===== src/rtl/div_req_ctrl_if.sv =====
// Request/response channel between div_req_ctrl (master) and div_unit (slave).
interface div_req_ctrl_if;
  logic        div_request;
  logic        div_kill;
  logic        div_int_32;
  logic        div_signed_op;
  logic [63:0] div_dvnd;
  logic [63:0] div_dvsr;
  logic [63:0] div_quo;
  logic [63:0] div_rmd;
  logic        div_stall;

  modport master (
    output div_request, div_kill, div_int_32, div_signed_op, div_dvnd, div_dvsr,
    input  div_quo, div_rmd, div_stall
  );

  modport slave (
    input  div_request, div_kill, div_int_32, div_signed_op, div_dvnd, div_dvsr,
    output div_quo, div_rmd, div_stall
  );
endinterface


===== src/rtl/div_req_ctrl.sv =====
// Single-op divider requester: issue -> div_unit handshake -> formatted writeback.
// Optional macro DIV_ZERO_BYPASS_EN: zero-divisor ops skip div_unit and answer per RISC-V.
module div_req_ctrl #(
  parameter int unsigned TAG_WIDTH = 5,
  parameter int unsigned LAT_WIDTH = 7
) (
  input  logic                 clk_i,
  input  logic                 rst_i,
  input  logic                 flush_i,
  input  logic                 valid_i,
  output logic                 ready_o,
  input  logic                 int_32_i,
  input  logic                 signed_op_i,
  input  logic                 rem_i,
  input  logic [63:0]          dvnd_i,
  input  logic [63:0]          dvsr_i,
  input  logic [TAG_WIDTH-1:0] tag_i,
  div_req_ctrl_if.master       div,
  output logic                 wb_valid_o,
  input  logic                 wb_ready_i,
  output logic [63:0]          wb_data_o,
  output logic [TAG_WIDTH-1:0] wb_tag_o,
  output logic [LAT_WIDTH-1:0] lat_o
);

  typedef enum logic [1:0] {IDLE, REQ, WAIT, RESP} state_t;

  state_t               state_q, state_d;
  logic                 accept, complete, bypass;
  logic                 rem_q, int_32_q, signed_op_q;
  logic [63:0]          dvnd_q, dvsr_q, data_q;
  logic [63:0]          sel, fmt_data, bypass_data;
  logic [TAG_WIDTH-1:0] tag_q;
  logic [LAT_WIDTH-1:0] lat_cnt_q, lat_q, lat_inc;

  function automatic logic [63:0] fmt(input logic is_32, input logic [63:0] v);
    return is_32 ? {{32{v[31]}}, v[31:0]} : v;
  endfunction

  assign sel      = rem_q ? div.div_rmd : div.div_quo;
  assign fmt_data = fmt(int_32_q, sel);
  assign lat_inc  = (&lat_cnt_q) ? lat_cnt_q : lat_cnt_q + LAT_WIDTH'(1);

`ifdef DIV_ZERO_BYPASS_EN
  assign bypass      = int_32_i ? (dvsr_i[31:0] == '0) : (dvsr_i == '0);
  assign bypass_data = fmt(int_32_i, rem_i ? dvnd_i : '1);
`else
  assign bypass      = 1'b0;
  assign bypass_data = '0;
`endif

  always_ff @(posedge clk_i or posedge rst_i) begin
    if (rst_i) state_q <= IDLE;
    else       state_q <= state_d;
  end

  always_comb begin
    state_d         = state_q;
    ready_o         = 1'b0;
    div.div_request = 1'b0;
    div.div_kill    = 1'b0;
    wb_valid_o      = 1'b0;
    accept          = 1'b0;
    complete        = 1'b0;
    unique case (state_q)
      IDLE: begin
        // held low while reset is asserted so every output reads 0 in reset
        ready_o = !flush_i && !rst_i;
        if (valid_i && ready_o) begin
          accept  = 1'b1;
          state_d = bypass ? RESP : REQ;
        end
      end
      REQ: begin
        if (flush_i) begin
          div.div_kill = 1'b1;
          state_d      = IDLE;
        end else begin
          div.div_request = 1'b1;
          state_d         = WAIT;
        end
      end
      WAIT: begin
        if (flush_i) begin
          div.div_kill = 1'b1;
          state_d      = IDLE;
        end else if (!div.div_stall) begin
          complete = 1'b1;
          state_d  = RESP;
        end
      end
      RESP: begin
        if (flush_i) begin
          state_d = IDLE;
        end else begin
          wb_valid_o = 1'b1;
          if (wb_ready_i) state_d = IDLE;
        end
      end
      default: state_d = IDLE;
    endcase
  end

  always_ff @(posedge clk_i or posedge rst_i) begin
    if (rst_i) begin
      rem_q       <= 1'b0;
      int_32_q    <= 1'b0;
      signed_op_q <= 1'b0;
      dvnd_q      <= '0;
      dvsr_q      <= '0;
      tag_q       <= '0;
      data_q      <= '0;
      lat_cnt_q   <= '0;
      lat_q       <= '0;
    end else begin
      if (accept) begin
        rem_q       <= rem_i;
        int_32_q    <= int_32_i;
        signed_op_q <= signed_op_i;
        dvnd_q      <= dvnd_i;
        dvsr_q      <= dvsr_i;
        tag_q       <= tag_i;
        if (bypass) begin
          data_q <= bypass_data;
          lat_q  <= '0;
        end
      end
      if (state_q == REQ)  lat_cnt_q <= '0;
      if (state_q == WAIT) lat_cnt_q <= lat_inc;
      // lat_inc already counts the completing WAIT cycle
      if (complete) begin
        data_q <= fmt_data;
        lat_q  <= lat_inc;
      end
    end
  end

  assign div.div_int_32    = int_32_q;
  assign div.div_signed_op = signed_op_q;
  assign div.div_dvnd      = dvnd_q;
  assign div.div_dvsr      = dvsr_q;
  assign wb_data_o         = data_q;
  assign wb_tag_o          = tag_q;
  assign lat_o             = lat_q;

endmodule


===== src/flat_wrapper.sv =====
// flat-port wrapper written by rule: the top's interface ports become plain ports
module div_req_ctrl_flat 
#(
  parameter int unsigned TAG_WIDTH = 5,
  parameter int unsigned LAT_WIDTH = 7
)
  (clk_i, rst_i, flush_i, valid_i, ready_o, int_32_i, signed_op_i, rem_i, dvnd_i, dvsr_i, tag_i, wb_valid_o, wb_ready_i, wb_data_o, wb_tag_o, lat_o, div_div_request, div_div_kill, div_div_int_32, div_div_signed_op, div_div_dvnd, div_div_dvsr, div_div_quo, div_div_rmd, div_div_stall);
  div_req_ctrl_if div_i ();
  input  logic clk_i;
  input  logic rst_i;
  input  logic flush_i;
  input  logic valid_i;
  output logic ready_o;
  input  logic int_32_i;
  input  logic signed_op_i;
  input  logic rem_i;
  input  logic [63:0] dvnd_i;
  input  logic [63:0] dvsr_i;
  input  logic [TAG_WIDTH-1:0] tag_i;
  output logic wb_valid_o;
  input  logic wb_ready_i;
  output logic [63:0] wb_data_o;
  output logic [TAG_WIDTH-1:0] wb_tag_o;
  output logic [LAT_WIDTH-1:0] lat_o;
  output wire logic [$bits(div_i.div_request)-1:0] div_div_request;
  output wire logic [$bits(div_i.div_kill)-1:0] div_div_kill;
  output wire logic [$bits(div_i.div_int_32)-1:0] div_div_int_32;
  output wire logic [$bits(div_i.div_signed_op)-1:0] div_div_signed_op;
  output wire logic [$bits(div_i.div_dvnd)-1:0] div_div_dvnd;
  output wire logic [$bits(div_i.div_dvsr)-1:0] div_div_dvsr;
  input wire logic [$bits(div_i.div_quo)-1:0] div_div_quo;
  input wire logic [$bits(div_i.div_rmd)-1:0] div_div_rmd;
  input wire logic [$bits(div_i.div_stall)-1:0] div_div_stall;
  assign div_div_request = div_i.div_request;
  assign div_div_kill = div_i.div_kill;
  assign div_div_int_32 = div_i.div_int_32;
  assign div_div_signed_op = div_i.div_signed_op;
  assign div_div_dvnd = div_i.div_dvnd;
  assign div_div_dvsr = div_i.div_dvsr;
  assign div_i.div_quo = div_div_quo;
  assign div_i.div_rmd = div_div_rmd;
  assign div_i.div_stall = div_div_stall;
  div_req_ctrl #(.TAG_WIDTH(TAG_WIDTH), .LAT_WIDTH(LAT_WIDTH)) u_core (.clk_i(clk_i), .rst_i(rst_i), .flush_i(flush_i), .valid_i(valid_i), .ready_o(ready_o), .int_32_i(int_32_i), .signed_op_i(signed_op_i), .rem_i(rem_i), .dvnd_i(dvnd_i), .dvsr_i(dvsr_i), .tag_i(tag_i), .div(div_i), .wb_valid_o(wb_valid_o), .wb_ready_i(wb_ready_i), .wb_data_o(wb_data_o), .wb_tag_o(wb_tag_o), .lat_o(lat_o));
endmodule

===== config.mk =====
export PLATFORM = sky130hd
export DESIGN_NAME = div_req_ctrl_flat
export DESIGN_NICKNAME = d
export VERILOG_FILES = /design/src/rtl/div_req_ctrl_if.sv /design/src/rtl/div_req_ctrl.sv /design/src/flat_wrapper.sv
export SDC_FILE = /design/constraint.sdc
export NUM_CORES = 1
export LEC_CHECK = 0
export CAP_MARGIN = 40
export CELL_PAD_IN_SITES_DETAIL_PLACEMENT = 1
export CELL_PAD_IN_SITES_GLOBAL_PLACEMENT = 1
export CORE_MARGIN = 2
export CORE_UTILIZATION = 28
export CTS_CLUSTER_SIZE = 16
export DETAILED_ROUTE_END_ITERATION = 16
export GPL_TIMING_DRIVEN = 0
export PLACE_DENSITY_LB_ADDON = 0.12
export SLEW_MARGIN = 5
export SYNTH_ARGS = -nofsm -noshare
export SYNTH_HDL_FRONTEND = slang
export SYNTH_SLANG_ARGS = --single-unit

===== constraint.sdc =====
create_clock -name clk_i -period 6.75 [get_ports clk_i]
set_input_delay 1.35 -clock clk_i [delete_from_list [all_inputs] [get_ports clk_i]]
set_output_delay 1.35 -clock clk_i [all_outputs]
set_load 0.01 [all_outputs]

Yosys cells after proc, flatten, opt, wreduce, memory -nomap -nowiden
Index checks and enable logic that the tools add are counted.

Reductions and logical operators: 9. Mux-type cells: 23. $add $sub $neg: 1. Equality and inequality tests: 6.

Operator list (number): 64-bit 2-to-1 mux (2); 7-bit 2-to-1 mux (3); 2-bit 2-to-1 mux (6); 1-bit 2-to-1 mux (11); 2-bit one-hot mux with 4 select lines (1); 7-bit by 1-bit adder with 7-bit output, second input constant (1); 7-bit AND reduction (1); 3-bit != test, second input constant (2); 2-bit equality test, second input constant (2); 3-bit AND reduction (1); 2-bit by 1-bit equality test with 1-bit output, second input constant (1); 1-bit logical AND (2); 1-bit zero test (2); 2-bit zero test (1); 2-bit by 1-bit != test with 1-bit output, second input constant (1); 2-bit nonzero test (1); 2-bit OR reduction (1).

Input bits: 270. Flip-flop bits (word level): 216. Word-level logic and storage cells: 49. Output and inout bits: 210.

Longest topological paths before layout
Gate-level depths: netlist (run 1).

Word-level depth: 5. Depth in mapped cells: 8. Mapped depth without buffers: 6.

Least setup slack after synthesis (run 1)
Ideal clock, no wire load.

Path kind: input to output. Start point: input flush_i. End point: output ready_o. Arrival: 1770 ps. Stages: 3. Buffers on the path: 1. Path slack: 3630 ps. Required time: 5400 ps. Cell sequence: buf_4 -> nor2_4 -> and2_1.

Longest elaborated chain between the ends: 3.

RTL lines: start: declaration (RTL line flat_wrapper.sv:11) `input logic flush_i;`; 1-bit zero test (RTL line div_req_ctrl.sv:68) `ready_o = !flush_i && !rst_i;`; 1-bit logical AND (RTL line div_req_ctrl.sv:68); 1-bit 2-to-1 mux (RTL line div_req_ctrl.sv:65) `unique case (state_q)`; end: declaration (RTL line flat_wrapper.sv:13) `output logic ready_o;`.

No other way between the ends.

Worst setup path after layout (run 1)
Start point: input rst_i. End point: output ready_o.

Longest elaborated chain between the ends: 3.

RTL lines: start: declaration (RTL line flat_wrapper.sv:10) `input logic rst_i;`; 1-bit zero test (no source line); 1-bit logical AND (RTL line div_req_ctrl.sv:68); 1-bit 2-to-1 mux (RTL line div_req_ctrl.sv:65).

No other way between the ends.

==> flow_summary.yaml, run 1 <==
global_route:
  grtUsageTotal: 0.1983
  grt-ovfl-total: 0
  grt_pass1_wl_mm: 52.93
  grt_pass1_vias: 8271
  grt_max_degree: 36
  antenna_found_initial: 6
  gr-usage-met1: 0.2196
  top_usage_layer: "met2"
  use_met3: 0.05548
  use_met2: 0.3668
drt:
  dr.pass1.iters: 4
  viasPerCell: 4.518
  wl_per_cell_microns: 21.08
  dr_total_vias: 7441
  drt_iter0_markers: 243
  wl_mm: 34.72
  ant_nets: 0
  drc: 0
sta:
  setup_viol: 0
  setup_tns_ps: 0
  maxSlewViolCount: 0
  rsz0062_at_grt: "no"
  min_period_ps: 3995
  slew_headroom: 0.5774
  hold_violations: 0
  period_share: 0.5918
  finClkSkew_ps: 14.35
  worst_pin_slew_ps: 630.4
  fmax_ghz: 0.2503
clocking:
  cts.repair.resized: 0
  htreeDepth: 1
  clock-root-buffer: "clkbuf_16"
  clock_path_buffers: 3
  post_cts_buffers: 0
  cts_tree: "built"
  numCtsBuffers: 27
  cts.sinks: 216
  clock_latency_ps: 530
  cts.clk_slew.worst_paths_ps: 60
  cts_hold_buf: 0
worst_setup_path:
  critPathKind: "in2out"
  required_ps: 5400
  critPathMaxStageDelay_ps: 530
  worst_ep_arrival_time_ps: 2640
  crit_path_end_kind: "output pin"
  critPathMaxFanout: 3
  slowest_stage: "clkdlybuf4s50_1"
  path_cells: "clkdlybuf4s50_1, nor2_4, and2_1, clkdlybuf4s50_1"
  cp_num_buf_inv: 2
  cp_common_cell: "clkdlybuf4s50_1"
  cp_top_family: "buffers and inverters"
  start_kind: "input port"
power_and_ir_drop:
  ir_worst_vdd_v: 0.0001823
  p_per_area_nw_per_um2: 424.7
  p_total_mw: 6.636
  power.leakage_nw: 6.539
layout:
  fin_util: 0.4790
  nFillCells: 3417
  stdcell_count: 1647
  drive_gt1_frac: 0.1857
  nets: 1459
  area_growth_pct: 67.62
  design_area_sq_um: 15630
yosys:
  yosysWarningCount: 0
  synth_cell_types: 38
  synthesis.nets: 945
  synth_top_area_cell: "dfrtp_1"
  synth_area_sq_um: 9321
  synth_cells: 670
  synth_area_per_cell_sq_um: 13.91
  yosysTopAreaCellShare: 0.5799
  netlist_top_cells_area: "dfrtp_1 (58%), mux2_2 (12%), mux2i_1 (6.9%)"
  ys_ff_latch: 216
  ys_seq_area_frac: 0.5799
die:
  die-area_sq_um: 34770
  die_height_microns: 186.5
  core_sq_um: 32620
  io_pins: 480
  dieWidth_microns: 186.5
  rows: 66
  start_util: 0.2858
flow_run:
  cap_violations: 0
placement:
  hpwl_mm: 27.31
  gp_congestion: 0.7830
  placedCellCount: 1597
  placed_cell_area_sq_um: 14800
  io_buffers: 478
status:
  outcome: "finished clean"
hold_path:
  min_path_type: "reg2reg"
routing by layer:
| layer | wire [microns] | share of wire | vias to the layer above |
|---|---|---|---|
| met1 | 13140 | 0.38 | 3688 |
| met3 | 2436 | 0.070 | 60 |
| met2 | 18070 | 0.52 | 264 |
| met4 | 1041 | 0.030 | 6 |
| met5 | 34 | 0.00098 | - |
| li1 | - | - | 3423 |
path summary, 6_finish.rpt:
kind	from	end	slack [ps]	depth (start not counted)
setup / recovery	rst_i	ready_o	2760	4
hold / removal	u_core.wb_data_o[27]	u_core.wb_data_o[27]	480	2
setup reg to reg	u_core.state_q[0]	u_core.wb_data_o[51]	4460	7
hold reg to reg	u_core.wb_data_o[27]	u_core.wb_data_o[27]	480	2
max in group asynchronous	rst_i	u_core.div.div_dvnd[55]	4190	6
min in group asynchronous	rst_i	u_core.div.div_dvnd[9]	1300	2
where the power goes:
part / leakage [nW] / internal (mW) / switching (mW)
clock: 0.395 / 0.799 / 0.543
sequential: 2.62 / 1.91 / 0.320
combinational: 3.53 / 1.83 / 1.24
total: 6.54 / 4.54 / 2.10
per-stage QoR:
stage | worst slack, ps | hold slack, ps
floorplan | 2588 | 486.2
global placement | 400.7 | 464.0
detailed placement | 2762 | 465.9
CTS | 2749 | 482.4
global route | 2689 | 499.8
finish | 2755 | 477.7
cells in the final DEF (no fill, tap or decap), drive strengths merged, types with 2 or more instances in the layout:
master / Yosys / final
inv: 5 / 5
clkdlybuf4s50: 0 / 478
mux2i: 64 / 64
nand2: 46 / 46
nor2: 7 / 7
mux2: 138 / 138
diode: 0 / 4
o22ai: 2 / 2
buf: 41 / 48
o211ai: 32 / 32
ha: 5 / 5
and2: 5 / 5
and3: 5 / 5
a21oi: 10 / 10
dfrtp: 216 / 216
clkbuf: 5 / 50
xnor2: 2 / 2
o21a: 32 / 32
nor2b: 3 / 3
o21ai: 42 / 42
cells by family after synthesis:
logic type	count (synthesis)	synth area share
multiplexers	202	0.2515
adder cells (fa/ha/maj)	5	0.006711
AO/OA/AOI/OAI	123	0.08510
XOR/XNOR	2	0.001880
buffers and inverters	51	0.03933
flip-flops	216	0.5799
AND/OR/NAND/NOR	71	0.03557
layout make-up:
| class | instances | area, sq um | area share |
|---|---|---|---|
| Buffer | 46 | 347.8 | 0.02226 |
| Tap cell | 442 | 553.0 | 0.03539 |
| Timing Repair Buffer | 485 | 4925 | 0.3152 |
| Clock buffer | 45 | 803.3 | 0.05141 |
| Inverter | 5 | 22.52 | 0.001441 |
| Antenna cell | 4 | 10.01 | 0.0006406 |
| Clock inverter | 1 | 8.758 | 0.0005605 |
| Multi-Input combinational cell | 403 | 3550 | 0.2272 |
| Sequential cell | 216 | 5405 | 0.3459 |
worst register-to-register path, stage by stage (launching register included):
cell and delay [ps]:
dfrtp_1 410, inv_1 100, ha_1 290, inv_2 120, nor3_2 560, buf_2 360
o211ai_1 170, o21a_1 150
cell usage after synthesis:
cell      instances
a211oi_1          1
a21oi_1          10
a22o_1            1
a31o_2            1
a31oi_1           1
and2_1            5
and3_1            4
and3_4            1
and4_1            1
buf_1             3
buf_12            4
buf_2            16
buf_4            13
buf_6             4
buf_8             1
clkbuf_1          5
dfrtp_1         216
ha_1              5
inv_1             4
inv_2             1
mux2_2           98
mux2_4           40
mux2i_1          64
nand2_1          46
nand2b_1          1
nand3b_1          1
nor2_1            6
nor2_4            1
nor2b_1           3
nor3_2            1
o211ai_1         32
o21a_1           32
o21ai_0          27
o21ai_1          15
o22a_1            1
o22ai_1           2
or3_1             1
xnor2_1           2
state kept, by name, indices dropped and copies added, names as in the netlist:
name / flops
u_core.wb_data_o: 64
u_core.div.div_dvsr: 64
u_core.wb_tag_o: 5
u_core.lat_cnt_q: 7
u_core.lat_o: 7
u_core.div.div_dvnd: 64
u_core.div.div_signed_op: 1
u_core.div.div_int_32: 1
u_core.state_q: 2
u_core.rem_q: 1
No activity file was read; power rests on OpenSTA's default activity.
==> run 2: changes to the inputs <==
==> constraint.sdc (replaced) <==
create_clock -name clk_i -period 3.3 [get_ports clk_i]
set_input_delay 0.66 -clock clk_i [delete_from_list [all_inputs] [get_ports clk_i]]
set_output_delay 0.66 -clock clk_i [all_outputs]
set_load 0.01 [all_outputs]
==> results of run 2 <==
Same layout as run 1 (identical final DEF). Status: finished clean.
Among the figures that moved: setup slack after placement 2762 ps -> 692.0 ps; setup slack after layout 2755 ps -> 214.4 ps; start point of the critical path rst_i -> u_core.state_q[0]; end point of the critical path ready_o -> div_div_kill; register-to-register setup slack 4460 ps -> 1010 ps; total power 6.636 mW -> 13.57 mW; worst IR drop on VDD 0.0001823 V -> 0.0003729 V
